**src/rtl/timer_pkg.sv**
```systemverilog
// Register map, TCR/TSR bit positions and controller states shared by the
// timer reload controller and its sub-blocks.
package timer_pkg;

    localparam logic [7:0] TDR_ADDR = 8'h00;
    localparam logic [7:0] TCR_ADDR = 8'h01;
    localparam logic [7:0] TSR_ADDR = 8'h02;

    localparam int TCR_LOAD_BIT = 7;
    localparam int TCR_DOWN_BIT = 5;
    localparam int TCR_EN_BIT   = 4;

    localparam int TSR_UNF_BIT = 1;
    localparam int TSR_OVF_BIT = 0;

    typedef enum logic [3:0] {
        ST_IDLE,
        ST_WR_TDR,
        ST_WR_LOAD,
        ST_WR_RUN,
        ST_RUN,
        ST_RD_TSR,
        ST_CLR_TSR,
        ST_WR_PAUSE,
        ST_ERROR
    } state_t;

    function automatic logic [7:0] tcr_word(input logic load, input logic en,
                                            input logic down, input logic [1:0] cks);
        logic [7:0] w;
        w = 8'h00;
        w[TCR_LOAD_BIT] = load;
        w[TCR_EN_BIT]   = en;
        w[TCR_DOWN_BIT] = down;
        w[1:0]          = cks;
        return w;
    endfunction

endpackage

```
**src/rtl/apb_master_xfer.sv**
```systemverilog
// Single APB transfer engine: one SETUP + ACCESS transfer per i_req pulse,
// reports done/fail, with a bounded wait for pready.
module apb_master_xfer #(
    parameter int ADDR_W  = 8,
    parameter int DATA_W  = 8,
    parameter int TIMEOUT = 16
) (
    input  logic              pclk,
    input  logic              presetn,
    input  logic              i_req,
    input  logic              i_wr,
    input  logic [ADDR_W-1:0] i_addr,
    input  logic [DATA_W-1:0] i_wdata,
    output logic              o_done,
    output logic              o_fail,
    output logic [DATA_W-1:0] o_rdata,
    output logic              o_psel,
    output logic              o_penable,
    output logic              o_pwrite,
    output logic [ADDR_W-1:0] o_paddr,
    output logic [DATA_W-1:0] o_pwdata,
    input  logic [DATA_W-1:0] i_prdata,
    input  logic              i_pready,
    input  logic              i_pslverr
);

    typedef enum logic [1:0] {X_IDLE, X_SETUP, X_ACCESS} xfer_state_t;

    localparam int          TW    = $clog2(TIMEOUT + 1);
    localparam logic [TW-1:0] TLAST = TW'(TIMEOUT - 1);

    xfer_state_t       r_state;
    xfer_state_t       w_state_next;
    logic [TW-1:0]     r_wait;
    logic              r_wr;
    logic [ADDR_W-1:0] r_addr;
    logic [DATA_W-1:0] r_wdata;
    logic              w_access;
    logic              w_timeout;

    assign w_access  = (r_state == X_ACCESS);
    assign w_timeout = w_access && !i_pready && (r_wait == TLAST);

    always_comb begin
        w_state_next = r_state;
        case (r_state)
            X_IDLE:   if (i_req) w_state_next = X_SETUP;
            X_SETUP:  w_state_next = X_ACCESS;
            X_ACCESS: if (i_pready || w_timeout) w_state_next = X_IDLE;
            default:  w_state_next = X_IDLE;
        endcase
    end

    always_ff @(posedge pclk or negedge presetn) begin
        if (!presetn) begin
            r_state <= X_IDLE;
            r_wait  <= '0;
            r_wr    <= 1'b0;
            r_addr  <= '0;
            r_wdata <= '0;
        end else begin
            r_state <= w_state_next;
            if (r_state == X_IDLE && i_req) begin
                r_wr    <= i_wr;
                r_addr  <= i_addr;
                r_wdata <= i_wdata;
            end
            // r_wait counts ACCESS cycles spent without pready
            if (w_access && !i_pready) r_wait <= r_wait + 1'b1;
            else                       r_wait <= '0;
        end
    end

    assign o_done = w_access && i_pready && !i_pslverr;
    assign o_fail = (w_access && i_pready && i_pslverr) || w_timeout;
    assign o_rdata = i_prdata;

    // Bus is driven to all-zero whenever no transfer is in progress
    assign o_psel    = (r_state != X_IDLE);
    assign o_penable = w_access;
    assign o_pwrite  = o_psel & r_wr;
    assign o_paddr   = o_psel ? r_addr  : '0;
    assign o_pwdata  = o_psel ? r_wdata : '0;

endmodule

```
**src/rtl/timer_reload_ctrl.sv**
```systemverilog
// Autonomous APB master that programs the 8-bit timer, services its
// period interrupts and emits one tick per serviced period.
module timer_reload_ctrl
    import timer_pkg::*;
#(
    parameter int ADDR_W  = 8,
    parameter int DATA_W  = 8,
    parameter int TIMEOUT = 16,
    parameter int CNT_W   = 16
) (
    input  logic              pclk,
    input  logic              presetn,
    input  logic              start,
    input  logic              stop,
    input  logic              auto_reload,
    input  logic [DATA_W-1:0] reload_val,
    input  logic              cfg_down,
    input  logic [1:0]        cfg_cks,
    input  logic              err_clr,
    input  logic              irq_in,
    output logic              m_psel,
    output logic              m_penable,
    output logic              m_pwrite,
    output logic [ADDR_W-1:0] m_paddr,
    output logic [DATA_W-1:0] m_pwdata,
    input  logic [DATA_W-1:0] m_prdata,
    input  logic              m_pready,
    input  logic              m_pslverr,
    output logic              busy,
    output logic              tick,
    output logic [CNT_W-1:0]  period_cnt,
    output logic              err
);

    state_t            r_state;
    state_t            w_state_next;
    logic              r_inflight;
    logic              r_stop_pend;
    logic              r_down;
    logic              r_auto;
    logic [1:0]        r_cks;
    logic [DATA_W-1:0] r_reload;
    logic              r_tick;
    logic [CNT_W-1:0]  r_cnt;
    logic              r_err;

    logic              w_xfer_state;
    logic              w_req;
    logic              w_wr;
    logic [ADDR_W-1:0] w_addr;
    logic [DATA_W-1:0] w_wdata;
    logic              w_done;
    logic              w_fail;
    logic [DATA_W-1:0] w_rdata;
    logic [DATA_W-1:0] w_flag_mask;
    logic              w_flag;
    logic              w_stop_any;
    logic              w_enter_tdr;
    logic              w_period_done;

    assign w_xfer_state = (r_state inside {ST_WR_TDR, ST_WR_LOAD, ST_WR_RUN,
                                           ST_RD_TSR, ST_CLR_TSR, ST_WR_PAUSE});
    assign w_req        = w_xfer_state && !r_inflight;
    assign w_stop_any   = stop || r_stop_pend;
    assign w_flag_mask  = r_down ? DATA_W'(1 << TSR_UNF_BIT) : DATA_W'(1 << TSR_OVF_BIT);
    assign w_flag       = |(w_rdata & w_flag_mask);
    assign w_enter_tdr  = (w_state_next == ST_WR_TDR) && (r_state != ST_WR_TDR);
    assign w_period_done = (r_state == ST_CLR_TSR) && w_done;

    always_comb begin
        w_wr    = 1'b1;
        w_addr  = '0;
        w_wdata = '0;
        case (r_state)
            ST_WR_TDR: begin
                w_addr  = ADDR_W'(TDR_ADDR);
                w_wdata = r_reload;
            end
            ST_WR_LOAD: begin
                w_addr  = ADDR_W'(TCR_ADDR);
                w_wdata = DATA_W'(tcr_word(1'b1, 1'b0, r_down, r_cks));
            end
            ST_WR_RUN: begin
                w_addr  = ADDR_W'(TCR_ADDR);
                w_wdata = DATA_W'(tcr_word(1'b0, 1'b1, r_down, r_cks));
            end
            ST_RD_TSR: begin
                w_wr   = 1'b0;
                w_addr = ADDR_W'(TSR_ADDR);
            end
            ST_CLR_TSR: begin
                w_addr = ADDR_W'(TSR_ADDR);
            end
            ST_WR_PAUSE: begin
                w_addr  = ADDR_W'(TCR_ADDR);
                w_wdata = DATA_W'(tcr_word(1'b0, 1'b0, r_down, r_cks));
            end
            default: ;
        endcase
    end

    always_comb begin
        w_state_next = r_state;
        case (r_state)
            ST_IDLE:  if (start && !stop) w_state_next = ST_WR_TDR;
            ST_RUN: begin
                if (stop)        w_state_next = ST_WR_PAUSE;
                else if (irq_in) w_state_next = ST_RD_TSR;
            end
            ST_ERROR: if (err_clr) w_state_next = ST_IDLE;
            default: begin
                // A pending stop redirects at the end of whichever transfer is running
                if (w_fail) begin
                    w_state_next = ST_ERROR;
                end else if (w_done) begin
                    if (r_state == ST_WR_PAUSE) begin
                        w_state_next = ST_IDLE;
                    end else if (w_stop_any) begin
                        w_state_next = ST_WR_PAUSE;
                    end else begin
                        case (r_state)
                            ST_WR_TDR:  w_state_next = ST_WR_LOAD;
                            ST_WR_LOAD: w_state_next = ST_WR_RUN;
                            ST_WR_RUN:  w_state_next = ST_RUN;
                            ST_RD_TSR:  w_state_next = w_flag ? ST_CLR_TSR : ST_RUN;
                            ST_CLR_TSR: w_state_next = r_auto ? ST_WR_TDR : ST_RUN;
                            default:    w_state_next = ST_IDLE;
                        endcase
                    end
                end
            end
        endcase
    end

    always_ff @(posedge pclk or negedge presetn) begin
        if (!presetn) begin
            r_state     <= ST_IDLE;
            r_inflight  <= 1'b0;
            r_stop_pend <= 1'b0;
            r_down      <= 1'b0;
            r_auto      <= 1'b0;
            r_cks       <= 2'b00;
            r_reload    <= '0;
            r_tick      <= 1'b0;
            r_cnt       <= '0;
            r_err       <= 1'b0;
        end else begin
            r_state <= w_state_next;
            if (w_done || w_fail) r_inflight <= 1'b0;
            else if (w_req)       r_inflight <= 1'b1;
            if (w_state_next inside {ST_IDLE, ST_WR_PAUSE, ST_ERROR}) r_stop_pend <= 1'b0;
            else if (stop && w_xfer_state)                            r_stop_pend <= 1'b1;
            if (r_state == ST_IDLE && w_state_next == ST_WR_TDR) r_down <= cfg_down;
            if (w_enter_tdr) begin
                r_reload <= reload_val;
                r_auto   <= auto_reload;
                r_cks    <= cfg_cks;
            end
            r_tick <= w_period_done;
            if (w_period_done) r_cnt <= r_cnt + 1'b1;
            r_err <= (w_state_next == ST_ERROR);
        end
    end

    apb_master_xfer #(
        .ADDR_W  (ADDR_W),
        .DATA_W  (DATA_W),
        .TIMEOUT (TIMEOUT)
    ) u_xfer (
        .pclk      (pclk),
        .presetn   (presetn),
        .i_req     (w_req),
        .i_wr      (w_wr),
        .i_addr    (w_addr),
        .i_wdata   (w_wdata),
        .o_done    (w_done),
        .o_fail    (w_fail),
        .o_rdata   (w_rdata),
        .o_psel    (m_psel),
        .o_penable (m_penable),
        .o_pwrite  (m_pwrite),
        .o_paddr   (m_paddr),
        .o_pwdata  (m_pwdata),
        .i_prdata  (m_prdata),
        .i_pready  (m_pready),
        .i_pslverr (m_pslverr)
    );

    assign busy       = !(r_state == ST_IDLE || r_state == ST_ERROR);
    assign tick       = r_tick;
    assign period_cnt = r_cnt;
    assign err        = r_err;

endmodule

```
**config.mk**
```make
export PLATFORM = sky130hd
export DESIGN_NAME = timer_reload_ctrl
export DESIGN_NICKNAME = d
export VERILOG_FILES = /design/src/rtl/timer_pkg.sv /design/src/rtl/apb_master_xfer.sv /design/src/rtl/timer_reload_ctrl.sv
export SDC_FILE = /design/constraint.sdc
export NUM_CORES = 1
export LEC_CHECK = 0
export BUFFER_PORTS_ARGS = -buffer_cell sky130_fd_sc_hd__buf_2
export CORE_MARGIN = 3
export CORE_UTILIZATION = 48
export DETAILED_ROUTE_END_ITERATION = 8
export GPL_TIMING_DRIVEN = 1
export PLACE_DENSITY = 0.79
export SLEW_MARGIN = 20
export SYNTH_ARGS = -nofsm -noshare
export SYNTH_HDL_FRONTEND = slang
export SYNTH_HIERARCHICAL = 1
export SYNTH_SLANG_ARGS = --single-unit
```
**constraint.sdc**
```tcl
create_clock -name pclk -period 2.9 [get_ports pclk]
set_input_delay 0.435 -clock pclk [delete_from_list [all_inputs] [get_ports pclk]]
set_output_delay 0.435 -clock pclk [all_outputs]
set_load 0.05 [all_outputs]
```
==> run_results.csv, run 1 <==
group,metric,value,unit
final_layout,final_core_util,58.8,%
clock_tree,ctsHtreeMaxLevel,3,
setup_path,cp_max_fo,6,
synth,ys.warnings.count,6,
run,maxCapViolations,0,
grt,number_of_global_route_vias_before_repair,2074,
die,fp.dieW,87.8,µm
synth,synthesis.area,0.00321,mm²
grt,grt_max_degree,46,
setup_path,rrSetupSlack,0.14,ns
clock_tree,clkTransAtPathRegs,0.07,ns
clock_tree,clk_root_buffer_cell,"clkbuf_8",
timing,finalSetupViolations,0,
grt,overflow,0,
detailed_routing,dr.pass1.iters,4,
timing,finalClockSkew,0.00849,ns
setup_path,critPathMaxStageDelay,0.38,ns
synth,syn-instance-count,261,
grt,track_usage,17.3,%
die,rows,29,
setup_path,crit_path_cell_trace,"ha_2, and3_1, ha_1, mux2i_1, nor2_1, and2b_2, o221ai_1, o211a_4, nor4b_4, buf_4, buf_12, mux2_2",
detailed_routing,drt_iter0_markers,127,
detailed_routing,totalWireLength,6240,µm
clock_tree,cts_buffer_depth,2,
final_layout,most_common_library_cell_in_the_layout_ignoring_fill_and_taps,"dfrtp_1",
timing,drv_slew,0,
worst_hold_path,worst_hold_path_type,"input pin to async pin",
clock_tree,tritoncts,"yes",
timing,layout_setup_ws,0.141,ns
setup_path,crit-reg2reg-capture,"r_auto",
timing,max_slew_margin,35.6,%
pwr,vdd_ir_drop_max,0.394,mV
pwr,power_leakage,1.85,nW
timing,fin_worst_hold_slack,0.248,ns
detailed_routing,route.detailed.vias_per_inst,5.26,
status,run_status,"finished, final reports clean",
final_layout,final_nets,361,
timing,totalNegativeSetupSlack,0,ns
clock_tree,cts_made_buffers,9,
timing,final_period_minus_worst_setup_slack,2.76,ns
clock_tree,worst_skew_pair.late_latency,0.34,ns
placement,place.gp.congestion,0.860,
die,pin_count,66,
detailed_routing,detail_route.wl_per_cell,15.1,µm
setup_path,cp-start-kind,"register",
final_layout,drive_above_1_share,43.0,%
setup_path,crit_path_top_delay_cell,"dfrtp_1",
final_layout,area_delta_synth_final,17.7,%
setup_path,critPathKind,"register to register",
placement,number_of_placed_cells_counting_well_taps,393,
setup_path,critical_path_required,3.12,ns
detailed_routing,vias,2167,
placement,hpwl,4420,µm
clock_tree,cts_sinks,60,
setup_path,critical_path.reg2reg.startpoint,"u_xfer/r_wait[0]",
setup_path,setup.worst_path.end_class,"register",
setup_path,crit_arrival,2.98,ns
grt,global_route_wire_length_before_repair,10300,µm
timing,layout_worst_path_cycle_share,95.1,%
placement,portBuffers,59,
final_layout,antenna-diode-count,0,
timing,timing_hold_violations_final,0,
detailed_routing,drc_errors,0,
synth,synth.avg_cell_area,12.3,µm²
final_layout,instances_no_fill,412,
die,core_area,0.00642,mm²
die,initial_util,50.0,%
final_layout,final_cell_mix,"dfrtp_1, buf_2, mux2_4, xnor2_1, nor2b_1",
die,die_height,87.8,µm
grt,grt_antenna_before_repair,0,
timing,fmax,0.362,GHz
setup_path,worst-r2r-cell-count,12,
detailed_routing,antenna_left,0,
pwr,p_per_area,971,mW/mm²
placement,dp_slack,0.0739,ns
clock_tree,ctsHoldBuffers,0,
timing,timing_worst_slew_pin_value,0.966,ns
die,die_area,0.00770,mm²
==> repair_timing <==
| action | in CTS | in global routing |
|---|---|---|
| endpoints found under the hold margin | 0 | 0 |
| resized for setup | 0 | 1 |
| buffers inserted | 0 | 2 |
| setup endpoints to repair | 0 | 11 |
==> worst max-delay path by stage <==
| stage | start | end |
|---|---|---|
| after CTS | u_xfer/r_wait[0] | r_auto |
| final | u_xfer/r_wait[0] | r_auto |
| after global routing | u_xfer/r_wait[0] | r_auto |
| after global placement | u_xfer/r_wait[0] | r_auto |
| after floorplan | u_xfer/r_wait[0] | r_cks[0] |
| after detailed placement | u_xfer/r_wait[0] | r_auto |
==> flip-flops by register name (all words and copies together) (netlist names) <==
name and cells:
r_inflight 1, r_reload 8, u_xfer/r_wait 5, u_xfer/r_addr 8, u_xfer/r_wdata 8, period_cnt 16, r_auto 1, r_state 4
u_xfer/r_wr 1, r_stop_pend 1, tick 1, r_down 1, r_cks 2, err 1, u_xfer/r_state 2
==> metal layers <==
layer	share of wire (%)	wire [µm]	global-route usage, %
met5	0	0	0
met4	1.5	93	6.42
met3	5.3	332	5.36
met2	45	2790	25.4
met1	48	3020	24.2
==> metrics by stage <==
stage          power, W  cell area (µm²)
4_1_cts         0.00360             3730
3_5_place_dp    0.00285             3540
6_report        0.00367             3780
2_1_floorplan   0.00258             3230
3_3_place_gp    0.00279             3540
5_1_grt         0.00388             3780
==> layout make-up <==
| class | count | area, µm² |
|---|---|---|
| Fill cell | 539 | 2650 |
| Multi-Input combinational cell | 183 | 1550 |
| Sequential cell | 60 | 1500 |
| Timing Repair Buffer | 70 | 408 |
| Clock buffer | 12 | 145 |
| Tap cell | 77 | 96.3 |
| Clock inverter | 4 | 48.8 |
| Inverter | 6 | 22.5 |
==> report_power, final <==
part | internal (W) | switching (W) | leakage (nW)
combinational | 0.000824 | 0.000810 | 0.980
clock | 0.000419 | 0.000318 | 0.100
sequential | 0.00107 | 0.000225 | 0.770
total | 0.00231 | 0.00135 | 1.85
==> critical path, delay by kind of cell (launching register included) <==
kind | cells | cell delay, ns
AO/OA/AOI/OAI | 2 | 0.42
adder cells (fa/ha/maj) | 2 | 0.39
AND/OR/NAND/NOR | 4 | 0.69
flip-flops | 1 | 0.38
buffers and inverters | 2 | 0.31
multiplexers | 2 | 0.44
(Power assumes the default switching activity.)
==> run 2, diff against run 1 <==
- PLACE_DENSITY: 0.79 -> 0.74
==> run 2 against run 1 <==
Against the previous run:
- utilization shrank 0.27 points
- die area unchanged
- clock power shrank 6.9%
- final area down 0.46%
- final cell count unchanged
- power fell by 1.9%
- critical endpoint unchanged
- largest cell class unchanged
==> run_results.csv, run 2 (synthesis gave the netlist of run 1 again) <==
group,metric,value,unit
timing,layout_worst_path_cycle_share,93.4,%
final_layout,area_delta_synth_final,17.1,%
clock_tree,cts_made_buffers,9,
die,fp.dieW,87.8,µm
die,initial_util,50.0,%
timing,finalClockSkew,0.00311,ns
timing,totalNegativeSetupSlack,0,ns
run,maxCapViolations,0,
timing,final_period_minus_worst_setup_slack,2.71,ns
grt,grt_max_degree,61,
timing,timing_hold_violations_final,0,
grt,overflow,0,
clock_tree,ctsHoldBuffers,0,
final_layout,most_common_library_cell_in_the_layout_ignoring_fill_and_taps,"dfrtp_1",
detailed_routing,drt_iter0_markers,94,
setup_path,critPathKind,"register to register",
placement,place.gp.congestion,0.812,
detailed_routing,totalWireLength,6080,µm
worst_hold_path,worst_hold_path_type,"input pin to async pin",
final_layout,final_nets,361,
detailed_routing,vias,2150,
setup_path,critical_path_required,3.12,ns
setup_path,worst-r2r-cell-count,12,
die,die_height,87.8,µm
die,rows,29,
status,run_status,"finished, final reports clean",
clock_tree,clk_root_buffer_cell,"clkbuf_8",
pwr,vdd_ir_drop_max,0.462,mV
final_layout,drive_above_1_share,43.3,%
timing,max_slew_margin,49.9,%
setup_path,critical_path.reg2reg.startpoint,"u_xfer/r_wait[0]",
clock_tree,tritoncts,"yes",
grt,number_of_global_route_vias_before_repair,1988,
clock_tree,worst_skew_pair.late_latency,0.34,ns
timing,fin_worst_hold_slack,0.253,ns
placement,dp_slack,0.0782,ns
final_layout,final_cell_mix,"dfrtp_1, buf_2, mux2_4, xnor2_1, nor2b_1",
pwr,power_leakage,1.85,nW
grt,global_route_wire_length_before_repair,9960,µm
detailed_routing,route.detailed.vias_per_inst,5.22,
detailed_routing,dr.pass1.iters,4,
die,core_area,0.00642,mm²
setup_path,rrSetupSlack,0.19,ns
timing,finalSetupViolations,0,
grt,grt_antenna_before_repair,0,
final_layout,final_design_area_no_fill,0.00376,mm²
placement,placement.cell_area,0.00352,mm²
setup_path,cp-start-kind,"register",
clock_tree,ctsHtreeMaxLevel,3,
setup_path,crit_arrival,2.93,ns
final_layout,final_core_util,58.5,%
final_layout,largest_reg_flops,16,
setup_path,cp_max_fo,6,
placement,hpwl,4180,µm
setup_path,setup.worst_path.end_class,"register",
die,die_area,0.00770,mm²
timing,fmax,0.369,GHz
grt,track_usage,16.9,%
final_layout,antenna-diode-count,0,
die,pin_count,66,
timing,layout_setup_ws,0.191,ns
clock_tree,cts_buffer_depth,2,
detailed_routing,drc_errors,0,
clock_tree,clkTransAtPathRegs,0.07,ns
pwr,p_per_area,957,mW/mm²
clock_tree,cts_sinks,60,
detailed_routing,detail_route.wl_per_cell,14.8,µm
setup_path,crit-reg2reg-capture,"r_auto",
timing,timing_worst_slew_pin_value,0.752,ns
placement,portBuffers,59,
detailed_routing,antenna_left,0,
timing,drv_slew,0,
==> run 2: cell count changes in the layout (fill, tap and decap cells not counted), sizes merged <==
cell,previous run,this run
bufinv,1,0
clkinv,3,4
==> run 2: power breakdown <==
group,total (W),switching (W),leakage (nW),internal (W)
sequential,0.00129,0.000223,0.770,0.00107
clock,0.000686,0.000332,0.0961,0.000354
combinational,0.00162,0.000793,0.986,0.000827
total,0.00360,0.00135,1.85,0.00225
==> run 2: worst max path at each step <==
stage,startpoint,end,cells past startpoint
final,u_xfer/r_wait[0],r_auto,12
after global routing,u_xfer/r_wait[0],r_cks[1],13
after CTS,u_xfer/r_wait[0],r_auto,11
after detailed placement,u_xfer/r_wait[0],r_auto,11
after global placement,u_xfer/r_wait[0],r_auto,11
after floorplan,u_xfer/r_wait[0],r_cks[0],11
==> run 2: layout make-up <==
cell class	instances	area (µm²)
fillers	531	2660
multi-input cells	183	1550
flip-flops and latches	60	1500
repair buffers	70	408
clock buffers	12	155
well taps	77	96.3
clock inverters	4	23.8
inverters	6	22.5
==> run 2: critical path, cell delays in order (launching register included) <==
cell and delay [ns]:
dfrtp_1 0.38, ha_1 0.22, and3_1 0.19, ha_1 0.19, mux2i_1 0.14, nor2_1 0.07
and2b_2 0.23, o221ai_2 0.09, o211a_4 0.27, nor4b_4 0.20, buf_4 0.18, buf_12 0.12
mux2_2 0.33
==> run 2: layer usage <==
metal | up-vias | part of all wire [%] | global-route usage (%)
li1 | 1053 | - | -
met1 | 1031 | 50 | 25.6
met2 | 58 | 43 | 22.9
met3 | 8 | 5.0 | 4.52
met4 | 0 | 1.4 | 6.28
met5 | - | 0 | 0
==> run 2: through the flow <==
stage | instances | total power [W]
floorplan | 266 | 0.00258
global placement | 391 | 0.00279
detailed placement | 391 | 0.00283
CTS | 407 | 0.00352
global route | 412 | 0.00382
finish | 412 | 0.00360
==> run 2: repair_timing <==
item | CTS | global route
setup endpoints to repair | 0 | 11
resized for setup | 0 | 1
setup buffers | 0 | 4
==> run 3, diff against run 2 <==
- CORE_ASPECT_RATIO: default -> 0.7
==> run 3 against run 2 <==
Against the previous run:
- combinational power about the same
- largest cell class unchanged
- largest power group unchanged
- clock skew up 0.0031 ns
- first-iteration DRC count up 5.3%
- critical path depth down 1
- maximum frequency down 0.30%
- die area up 0.19%
- clock power up 19%
- sequential power about the same
- count of clock-buffer cells in the layout down 2
- global-route usage up 0.39 points
- power up 1.9%
- highest routed layer unchanged
- sequential share of layout area down 0.33 points
==> run_results.csv, run 3 (synthesis gave the netlist of run 1 again) <==
group,metric,value,unit
setup_path,cp-start-kind,"register",
timing,fmax,0.368,GHz
die,die_height,74.4,µm
clock_tree,cts-resized-gates,0,
run,maxCapViolations,0,
detailed_routing,detail_route.wl_per_cell,14.7,µm
timing,finalSetupViolations,0,
placement,portBuffers,59,
placement,place.gp.congestion,0.867,
detailed_routing,drc_errors,0,
detailed_routing,dr.pass1.iters,4,
grt,track_usage,17.2,%
clock_tree,cts_buffer_depth,2,
detailed_routing,vias,2201,
timing,layout_worst_path_cycle_share,93.7,%
timing,timing_worst_slew_pin_value,0.751,ns
pwr,vdd_ir_drop_max,0.462,mV
final_layout,num-fill-cells,558,
timing,layout_setup_ws,0.183,ns
timing,timing_hold_violations_final,0,
setup_path,critPathKind,"register to register",
setup_path,worst-r2r-cell-count,11,
die,die_area,0.00772,mm²
clock_tree,tritoncts,"yes",
clock_tree,clk_root_buffer_cell,"clkbuf_8",
final_layout,largest_reg_flops,16,
final_layout,area_delta_synth_final,18.1,%
clock_tree,ctsHtreeMaxLevel,3,
grt,number_of_global_route_vias_before_repair,2106,
detailed_routing,antenna_left,0,
placement,hpwl,4500,µm
timing,max_slew_margin,49.9,%
die,initial_util,50.7,%
detailed_routing,route.detailed.vias_per_inst,5.17,
final_layout,drive_above_1_share,43.3,%
final_layout,antenna-diode-count,0,
timing,final_period_minus_worst_setup_slack,2.72,ns
detailed_routing,drt_iter0_markers,99,
setup_path,cp_max_fo,7,
setup_path,critical_path_required,3.12,ns
setup_path,crit_arrival,2.94,ns
grt,global_route_wire_length_before_repair,10400,µm
final_layout,most_common_library_cell_in_the_layout_ignoring_fill_and_taps,"dfrtp_1",
grt,grt_max_degree,61,
clock_tree,ctsHoldBuffers,0,
clock_tree,cts.repair_timing.setup_buffer_count,0,
timing,totalNegativeSetupSlack,0,ns
timing,finalClockSkew,0.00617,ns
timing,setup_repair_after_global_routing_missed_its_margin,"no",
die,rows,24,
clock_tree,clkTransAtPathRegs,0.07,ns
worst_hold_path,worst_hold_path_type,"input pin to async pin",
clock_tree,cts_made_buffers,9,
timing,drv_slew,0,
clock_tree,worst_skew_pair.late_latency,0.34,ns
clock_tree,cts_sinks,60,
grt,grt_antenna_before_repair,0,
pwr,p_per_area,968,mW/mm²
status,run_status,"finished, final reports clean",
setup_path,crit-reg2reg-capture,"r_auto",
setup_path,rrSetupSlack,0.18,ns
detailed_routing,totalWireLength,6250,µm
die,core_area,0.00634,mm²
die,fp.dieW,104,µm
setup_path,setup.worst_path.end_class,"register",
final_layout,final_cell_mix,"dfrtp_1, buf_2, mux2_4, xnor2_1, nor2b_1",
die,pin_count,66,
final_layout,final_nets,361,
placement,dp_slack,0.0442,ns
setup_path,critical_path.reg2reg.startpoint,"u_xfer/r_wait[0]",
pwr,power_leakage,1.84,nW
grt,overflow,0,
==> run 3: cell types whose count changed in the layout (fill, tap and decap cells not counted), sizes merged <==
cell / change
clkinv: -2
bufinv: +2
clkinvlp: +2
clkbuf: -3
buf: +1
==> run 3: final cells by class <==
class | instances | area (µm²) | area share (%)
multi-input cells | 183 | 1550 | 41.0
flip-flops and latches | 60 | 1500 | 39.6
repair buffers | 70 | 382 | 10.1
clock buffers | 10 | 128 | 3.37
well taps | 91 | 114 | 3.00
clock inverters | 6 | 88.8 | 2.34
inverters | 6 | 22.5 | 0.594
==> run 3: critical path, cell delays in order (launching register included) <==
cell	delay, ns
dfrtp_1	0.39
ha_2	0.20
and3_1	0.18
ha_1	0.19
mux2i_1	0.13
nor2_1	0.06
and2b_2	0.25
o221ai_1	0.13
o211a_4	0.28
nor4b_4	0.27
buf_6	0.19
mux2_2	0.33
==> run 3: metal layers <==
layer / share of wire [%] / GRT usage (%) / vias to the layer above
met5: 0 / 0 / -
met4: 0.86 / 6.19 / 0
met3: 6.2 / 5.98 / 8
met2: 45 / 26.1 / 62
met1: 48 / 23.4 / 1076
li1: - / - / 1055
==> run 3: metrics by stage <==
| step | util (%) | instance area, µm² | hold WS (ns) | std cells | power, W |
|---|---|---|---|---|---|
| 6_report | 59.8 | 3790 | 0.244 | 426 | 0.00367 |
| 5_1_grt | 59.8 | 3790 | 0.302 | 426 | 0.00389 |
| 4_1_cts | 59.7 | 3780 | 0.268 | 426 | 0.00370 |
| 3_5_place_dp | 56.3 | 3570 | 0.460 | 410 | 0.00287 |
| 3_3_place_gp | 56.3 | 3570 | 0.447 | 410 | 0.00281 |
| 2_1_floorplan | - | 3230 | 0.139 | 266 | 0.00258 |
==> run 3: report_power, final <==
group / total (W) / internal (W) / switching, W
registers: 0.00127 / 0.00107 / 0.000196
clock network: 0.000816 / 0.000483 / 0.000333
logic: 0.00159 / 0.000770 / 0.000816
==> run 3: worst max path at each step <==
stage	slack [ns]	startpoint	endpoint	depth (start not counted)
after floorplan	0.20	u_xfer/r_wait[0]	r_cks[0]	11
after global placement	0.11	u_xfer/r_wait[0]	r_auto	11
after detailed placement	0.04	u_xfer/r_wait[0]	r_auto	11
after CTS	0.04	u_xfer/r_wait[0]	r_auto	11
after global routing	0.03	u_xfer/r_wait[0]	r_auto	11
final	0.18	u_xfer/r_wait[0]	r_auto	11
